===== src/rtl/iob_fifo_stream_out.sv =====
// ---------------------------------------------------------------------------
// iob_fifo_stream_out
//
// Drains a registered-read FIFO (data valid the cycle after the read strobe)
// into a valid/ready stream. A 2-entry buffer absorbs the read latency, so the
// stream can carry one word per cycle while the consumer keeps m_ready high.
// Packet boundaries are flagged on m_last from a programmable beat count.
//
// Ports
//   clk          system clock
//   rst          asynchronous, active-high reset
//   en           1: issue FIFO reads; 0: issue no new reads, drain held words
//   pkt_len      beats per packet; 0 = never assert m_last
//   fifo_empty   FIFO empty flag
//   fifo_read_en FIFO read strobe
//   fifo_data    FIFO read data, valid the cycle after fifo_read_en
//   m_valid      stream word valid
//   m_ready      stream consumer ready
//   m_data       stream word (buffer head)
//   m_last       last beat of the current packet
//   beat_cnt     beats accepted so far in the current packet
// ---------------------------------------------------------------------------
module iob_fifo_stream_out #(
   parameter int DATA_W = 8,
   parameter int LEN_W  = 16
) (
   input  logic              clk,
   input  logic              rst,
   input  logic              en,
   input  logic [LEN_W-1:0]  pkt_len,
   input  logic              fifo_empty,
   output logic              fifo_read_en,
   input  logic [DATA_W-1:0] fifo_data,
   output logic              m_valid,
   input  logic              m_ready,
   output logic [DATA_W-1:0] m_data,
   output logic              m_last,
   output logic [LEN_W-1:0]  beat_cnt
);

   // Buffer slot 0 is always the head; slot 1 holds the second word.
   logic [DATA_W-1:0] buf_q [2];
   logic [1:0]        occ_q;        // words held in the buffer, 0..2
   logic              inflight_q;   // a read was issued last cycle
   logic [LEN_W-1:0]  beat_cnt_q;

   logic              accept;
   logic [1:0]        held_after;   // words held or in flight once this cycle's beat leaves
   logic [1:0]        wr_slot;      // buffer slot the in-flight word lands in
   logic              last_hit;

   // NOTE: every signal driven here gets a value on every path, so no latch is inferred.
   always_comb begin
      accept       = (occ_q != 2'd0) & m_ready;
      held_after   = occ_q + {1'b0, inflight_q} - {1'b0, accept};
      wr_slot      = occ_q - {1'b0, accept};
      // Gated by rst so no read is issued while reset is held.
      fifo_read_en = ~rst & en & ~fifo_empty & (held_after < 2'd2);
      last_hit     = (pkt_len != '0) & (beat_cnt_q == pkt_len - LEN_W'(1));
   end

   assign m_valid  = (occ_q != 2'd0);
   assign m_data   = buf_q[0];
   assign m_last   = m_valid & last_hit;
   assign beat_cnt = beat_cnt_q;

   // NOTE: the two buffer words are reset as well, because m_data reads the head
   // directly and must show 0 while in reset.
   always_ff @(posedge clk or posedge rst) begin
      if (rst) begin
         occ_q      <= 2'd0;
         inflight_q <= 1'b0;
         buf_q[0]   <= '0;
         buf_q[1]   <= '0;
         beat_cnt_q <= '0;
      end else begin
         // NOTE: non-blocking assignments keep every update based on pre-edge values,
         // which the shift-then-write below relies on.
         inflight_q <= fifo_read_en;
         occ_q      <= held_after;

         // Pop shifts the second word forward; a capture in the same cycle lands in
         // the slot computed after the pop and overrides the shift when it is slot 0.
         if (accept)
            buf_q[0] <= buf_q[1];
         if (inflight_q)
            buf_q[wr_slot[0]] <= fifo_data;

         if (accept)
            beat_cnt_q <= m_last ? '0 : beat_cnt_q + LEN_W'(1);
      end
   end

   // The read-issue rule keeps held plus in-flight words at two or fewer.
   always @(posedge clk) begin
      if (!rst)
         a_no_overflow: assert (({1'b0, occ_q} + {2'b0, inflight_q}) <= 3'd2);
   end

endmodule


===== config.mk =====
export PLATFORM = sky130hd
export DESIGN_NAME = iob_fifo_stream_out
export DESIGN_NICKNAME = d
export VERILOG_FILES = /design/src/rtl/iob_fifo_stream_out.sv
export SDC_FILE = /design/constraint.sdc
export NUM_CORES = 1
export LEC_CHECK = 0
export ABC_AREA = 1
export BUFFER_PORTS_ARGS = -buffer_cell sky130_fd_sc_hd__buf_4
export CORE_UTILIZATION = 55
export DETAILED_ROUTE_END_ITERATION = 16
export PLACE_DENSITY = 0.8
export SETUP_SLACK_MARGIN = 0.5
export SYNTH_ARGS = -nofsm -noshare
export SYNTH_HDL_FRONTEND = slang
export SYNTH_SLANG_ARGS = --single-unit
export TNS_END_PERCENT = 10

===== constraint.sdc =====
create_clock -name clk -period 2.2 [get_ports clk]
set_clock_uncertainty 0.05 [all_clocks]
set_input_delay 0.11 -clock clk [delete_from_list [all_inputs] [get_ports clk]]
set_output_delay 0.11 -clock clk [all_outputs]
set_load 0.03 [all_outputs]

==> results.md, run 1 <==
* GP Congestion at 0.8489
* CTS tree: done
* Tcrit/Tclk final at 0.9743
* Post-DP HPWL at around 4600 µm
* Drt first-iter violations at 131
* Net Count, Synth at 402
* All-Layer GR Usage at 0.2640
* Synth area leader: dfrtp_1
* TritonRoute pass-1 iters at 4
* RSZ-0062 raised after global routing: yes
* Remaining DRCs at 0
* Req. time, crit path at about 2000 ps
* First-pass GRT wire length at 10,570 µm
* Final Hold Fails at 35
* Register share of total power at 0.309
* Failing checks: negative hold slack
* Relative max-transition margin at 0.6948
* Drt wl/cell at about 13 µm
* Worst Setup SP: occ_q[0]$_DFF_PP0_
* Post-DRT Antenna Nets at 0
* Total number of vias at approximately 2,500
* # IOs at between 50 and 60
* Max-capacitance violation count at 0
* Total Wirelength at 6676 µm
* HP Class: in2async
* Max Clk Rate at ~470 MHz
* Max IR drop VDD at 0.0008825 V
* Mapped Cells at 368
* Pint at 1.961 mW
* Top-area cell type share of the netlist area at 0.3289
* CP arrival at 1980 ps
* Net switching power figure at 1.398 mW
* Largest net degree at the start of global routing at 36
* Root buf cell: clkbuf_8
* Std-Cell Rows at 24
* Starting Density at 0.5911
* Clock transition at path regs at 70 ps
* Nets at 480
* Fin cells at around 500
* PD cells at about 950 nW/µm²
* CTS Buf Count at 5
* Setup Viol. Count Final at 0
* Critical path endpoint category: primary output
* Worst setup SP type: register
* Vias in the first global route at approximately 2,400
* Placed cell areas at 3163 µm²
* Kind of critical path: reg2out
* Final Util at 0.7867
* Yosys warns at 0
* Flops & latches, synth at 35
* Overflow after GRT at 0
* Core Footprint at 4504 µm²
* Post-synth EDFFs at 0
* Synthesized area at 2663 µm²
* Final Cell Area at 3543 µm²
* Net Sw Frac at 0.4163
* Fraction of layout cells with a size suffix above 1 at 0.3632
* IO Port Bufs at between 50 and 60
* Syn_area_per_cell at 7.235 µm²
* Die X at 71.58 µm
* Area grow syn2layout at 33.08%
* Combinational Power Share at 0.551
* DIE AREA at just over 5000 µm²
* Top post-synthesis cells by area: dfrtp_1 (33%), nand2_1 (15%), inv_1 (7.5%), xor2_1 (5.6%), nor2_1 (5.1%)
* Status: complete, but fails checks
* Hold WS at -41.04 ps
* Top-count cell post-synth: nand2_1
* Period minus WS final at ~2100 ps
* Initial antenna violation count at 0
* Critical R2R Launch: occ_q[0]$_DFF_PP0_
* Clk buf depth at 2
* CTS Sinks at 35
* Mean number of vias per cell at 5.054
* Most frequent cells after synthesis: nand2_1 (106), inv_1 (53), nor2_1 (36)
* Slew @ Worst Pin at 457.8 ps
* Worst-Skew Late Latency at roughly 280 ps
* Placed cells at 471
* Register area share after synthesis at 0.3289
* Die H at 71.58 µm
* Clock share of power at 0.140
* H-Tree Depth at 2
* Async S/R FF share, synth at 1.000
* Final slew viol count at 0
* Leakage Power at just under 2 nW
* Primary FF master, synth: dfrtp_1
* Cell variety after synth at 29
* Antenna Cells at 0
* Worst Path Max Fanout at 3
## per-stage QoR
stage	TNS (ps)	setup WS, ps	power (mW)
2_1_floorplan	0	271.0	2.152
3_3_place_gp	0	223.1	2.478
3_5_place_dp	0	172.7	2.530
4_1_cts	0	145.1	3.215
5_1_grt	-81.57	-68.79	3.556
6_report	0	56.46	3.359
## metal layers
metal | vias up | wire length (µm) | track usage
li1 | 1261 | - | -
met1 | 1176 | 2947 | 0.3367
met2 | 66 | 3373 | 0.4656
met3 | 14 | 225 | 0.03516
met4 | 0 | 131 | 0.08715
met5 | - | 0 | 0
## cell usage in the layout, fill, tap and decap left out, types with 2 or more instances in the layout
cell	n
mux2_4	6
o21ai_1	3
dfrtp_2	4
buf_6	8
nor2_1	31
xor2_1	17
buf_4	70
ha_1	2
dfrtp_1	31
nand2_2	11
nand3_1	15
nand4_1	2
nand2_1	100
inv_1	50
mux2i_1	7
nor2_4	5
nand2_4	14
ha_4	3
o21ai_0	10
nand3b_1	5
clkbuf_8	6
xnor2_1	5
dlygate4sd3_1	2
nor2_2	12
inv_2	14
## power by group through the flow
| stage | logic, mW | clock network (mW) | registers, mW |
|---|---|---|---|
| floorplan | 1.02 | 0 | 1.14 |
| global placement | 1.41 | 0 | 1.07 |
| detailed placement | 1.45 | 0 | 1.08 |
| CTS | 1.72 | 0.472 | 1.03 |
| global route | 2.00 | 0.496 | 1.06 |
| finish | 1.85 | 0.472 | 1.04 |
## path summary, 6_finish.rpt
check | cells after the start | to | slack, ps
setup / recovery | 11 | fifo_read_en | 60
hold / removal | 3 | beat_cnt[11]$_DFFE_PP0P_ | -40
setup reg to reg | 13 | inflight_q$_DFF_PP0_ | 250
hold reg to reg | 2 | register | 440
max in group asynchronous | 3 | beat_cnt[4]$_DFFE_PP0P_ | 1790
min in group clk | 3 | m_data[1]$_DFF_PP0_ | 10
## worst max-delay path, stage by stage (launching register included)
cell	delay [ps]
dfrtp_1	390
inv_2	90
nand2_4	70
nand2_4	90
inv_8	40
ha_4	250
inv_2	40
ha_4	140
xor2_1	140
inv_1	110
nor3_4	180
buf_6	160
## cells by family after synthesis
logic type               synth area share
AO/OA/AOI/OAI                     0.02913
XOR/XNOR                          0.07237
adder cells (fa/ha/maj)           0.02350
buffers and inverters              0.1250
flip-flops                         0.3289
multiplexers                      0.05592
AND/OR/NAND/NOR                    0.3651
## timing repair
action / in CTS / in global routing
hold buffers: 2 / 0
endpoints found under the setup margin: 24 / 33
hold endpoints to repair: 2 / 0
pin swaps: 7 / 11
resized for setup: 9 / 23
setup buffers: 15 / 2
cloned: 0 / 1
## layout make-up
class	instances	area [µm²]
Multi-Input combinational cell	257	1578
Sequential cell	35	880.8
Clock inverter	1	5.005
Timing Repair Buffer	82	680.7
Tap cell	52	65.06
Clock buffer	6	82.58
Fill cell	305	960.9
Inverter	65	251.5
No activity file was read; power rests on OpenSTA's default activity.
==> run 2: changes to the inputs <==
- CORE_UTILIZATION: 55 -> 50
- PLACE_DENSITY: 0.8 -> 0.77
- clock period: 2.2 -> 1.9 ns (I/O delays scaled with it)
==> run 2 against run 1 <==
  * The flow finishes with violations (negative setup slack)
  * Wire length down 3.1%
  * Non-clock buffer count up 7
  * Global-route usage is 1.7 points lower
  * Cell count is 5.4% higher
  * Register-to-register slack worse by 220 ps
  * Count of clock-buffer cells in the layout shrank 1
  * Design area grew 3.6%
==> results.md, run 2 (synthesis gave the netlist of run 1 again) <==
* Net switching power figure at 1.647 mW
* Post-DRT Antenna Nets at 0
* Status: complete, but fails checks
* Slowest-stage cell, CP: dfrtp_1
* Setup Viol. Count Final at 2
* IO Port Bufs at 55
* Hold WS at 22.08 ps
* DIE AREA at 5621 µm²
* Die H at 74.98 µm
* Area of the multi-input gates at between 1500 and 2000 µm²
* CTS Buf Count at 5
* Initial antenna violation count at 0
* Overflow after GRT at 0
* First-pass GRT wire length at 10,490 µm
* FF+latch area at 880.8 µm²
* Placed cell areas at between 3000 and 4000 µm²
* HP Class: in2reg
* Std-Cell Rows at 26
* Die X at 74.98 µm
* GP Congestion at ~0.86
* Crit path cell chain: inv_2, nand2_4, nand2_4, inv_6, ha_4, inv_2, ha_4, xor2_1, inv_1, nor3_4, buf_6
* Starting Density at 0.5213
* Buf/Inv on CP at 5
* Register share of total power at 0.303
* Final Hold Fails at 0
* Core Footprint at 5107 µm²
* Max IR drop VDD at ~0.00084 V
* Post-DP HPWL at 4575 µm
* Fraction of layout cells with a size suffix above 1 at 0.3626
* Worst path max stage delay at 390 ps
* Clock share of power at 0.171
* Antenna Cells at 0
* Tcrit/Tclk final at 1.077
* Fillers at 409
* Drt wl/cell at 12.32 µm
* Slew @ Worst Pin at 469.2 ps
* Critical path endpoint category: primary output
* Vias in the first global route at around 2,400
* Req. time, crit path at 1750 ps
* Remaining DRCs at 0
* Root buf cell: clkbuf_8
* Final Cell Area at approximately 3700 µm²
* CTS tree: done
* Setup ws final at -146.6 ps
* Net Sw Frac at 0.4119
* Area grow syn2layout at 37.88%
* Post-layout power at 3.999 mW
* CTS Sinks at 35
* H-Tree Depth at 2
* Commonest non-fill, non-tap cell in the layout: nand2_1
* Clock transition at path regs at 80 ps
* Combinational Power Share at 0.527
* CP arrival at around 1900 ps
* RSZ-0062 raised after global routing: yes
* Kind of critical path: reg2out
* Max-capacitance violation count at 0
* # IOs at 56
* Worst setup SP type: register
* Worst Path Max Fanout at 2
* Mean number of vias per cell at approximately 4.8
* Max Clk Rate at 488.6 MHz
* Total Wirelength at 6469 µm
* Total number of vias at 2,511
* Failing checks: negative setup slack
* Final Util at 0.7188
* Final slew viol count at 0
* Period minus WS final at 2047 ps
* Top delay family on crit path: buffers and inverters
* Leakage Power at between 2 and 2.5 nW
* Clk buf depth at 2
* PD cells at 1089 nW/µm²
* Pint at 2.352 mW
* TritonRoute pass-1 iters at 4
* Relative max-transition margin at 0.6872
* Nets at 488
* All-Layer GR Usage at 0.2470
* Most frequent cells in the layout: nand2_1 (99), buf_4 (74), inv_1 (50)
* Drt first-iter violations at 73
* Worst-Skew Late Latency at 290 ps
* Largest net degree at the start of global routing at 36
run 2: timing repair:
item / in CTS / in global routing
gates resized for setup: 41 / 0
buffers inserted: 16 / 0
pin swaps: 19 / 3
hold buffers: 8 / 0
hold endpoints to repair: 46 / 0
cloned: 1 / 1
setup endpoints to repair: 36 / 36
run 2: final timing paths:
check | from | to | slack (ps) | depth (start not counted)
min | fifo_data[3] | m_data[3]$_DFF_PP0_ | 20 | 3
max reg2reg | occ_q[0]$_DFF_PP0_ | beat_cnt[9]$_DFFE_PP0P_ | 30 | 14
max | occ_q[0]$_DFF_PP0_ | fifo_read_en | -150 | 11
min reg2reg | register | register | 450 | 2
max in group asynchronous | rst | beat_cnt[1]$_DFFE_PP0P_ | 970 | 4
min in group asynchronous | rst | beat_cnt[11]$_DFFE_PP0P_ | 470 | 4
run 2: cell type report:
cell class	count	area share
clock buffers	5	0.01875
multi-input cells	258	0.4359
clock inverters	3	0.01193
flip-flops and latches	35	0.2399
repair buffers	89	0.2018
inverters	65	0.06783
well taps	70	0.02386
run 2: per-stage QoR:
stage / setup slack (ps) / TNS (ps) / cells
finish: -146.6 / -165.0 / 525
global route: -223.3 / -1674 / 525
CTS: -117.1 / -118.9 / 524
detailed placement: 59.72 / 0 / 491
global placement: 102.1 / 0 / 491
floorplan: -29.02 / -29.02 / 368
run 2: worst min-delay path, delay by kind of cell:
kind	cells	cell delay [ps]
buf+inv	2	180
compound gates	1	60
run 2: metal layers:
metal | track usage | part of all wire
met5 | 0 | 0
met4 | 0.05870 | 0.016
met3 | 0.04819 | 0.036
met2 | 0.4394 | 0.52
met1 | 0.3089 | 0.43
run 2: power by group through the flow:
stage               Combinational [mW]  Clock, mW  Sequential (mW)
finish                            2.11      0.682             1.21
detailed placement                1.67          0             1.25
global route                      2.28      0.715             1.24
CTS                               2.09      0.693             1.20
global placement                  1.62          0             1.24
floorplan                         1.18          0             1.32
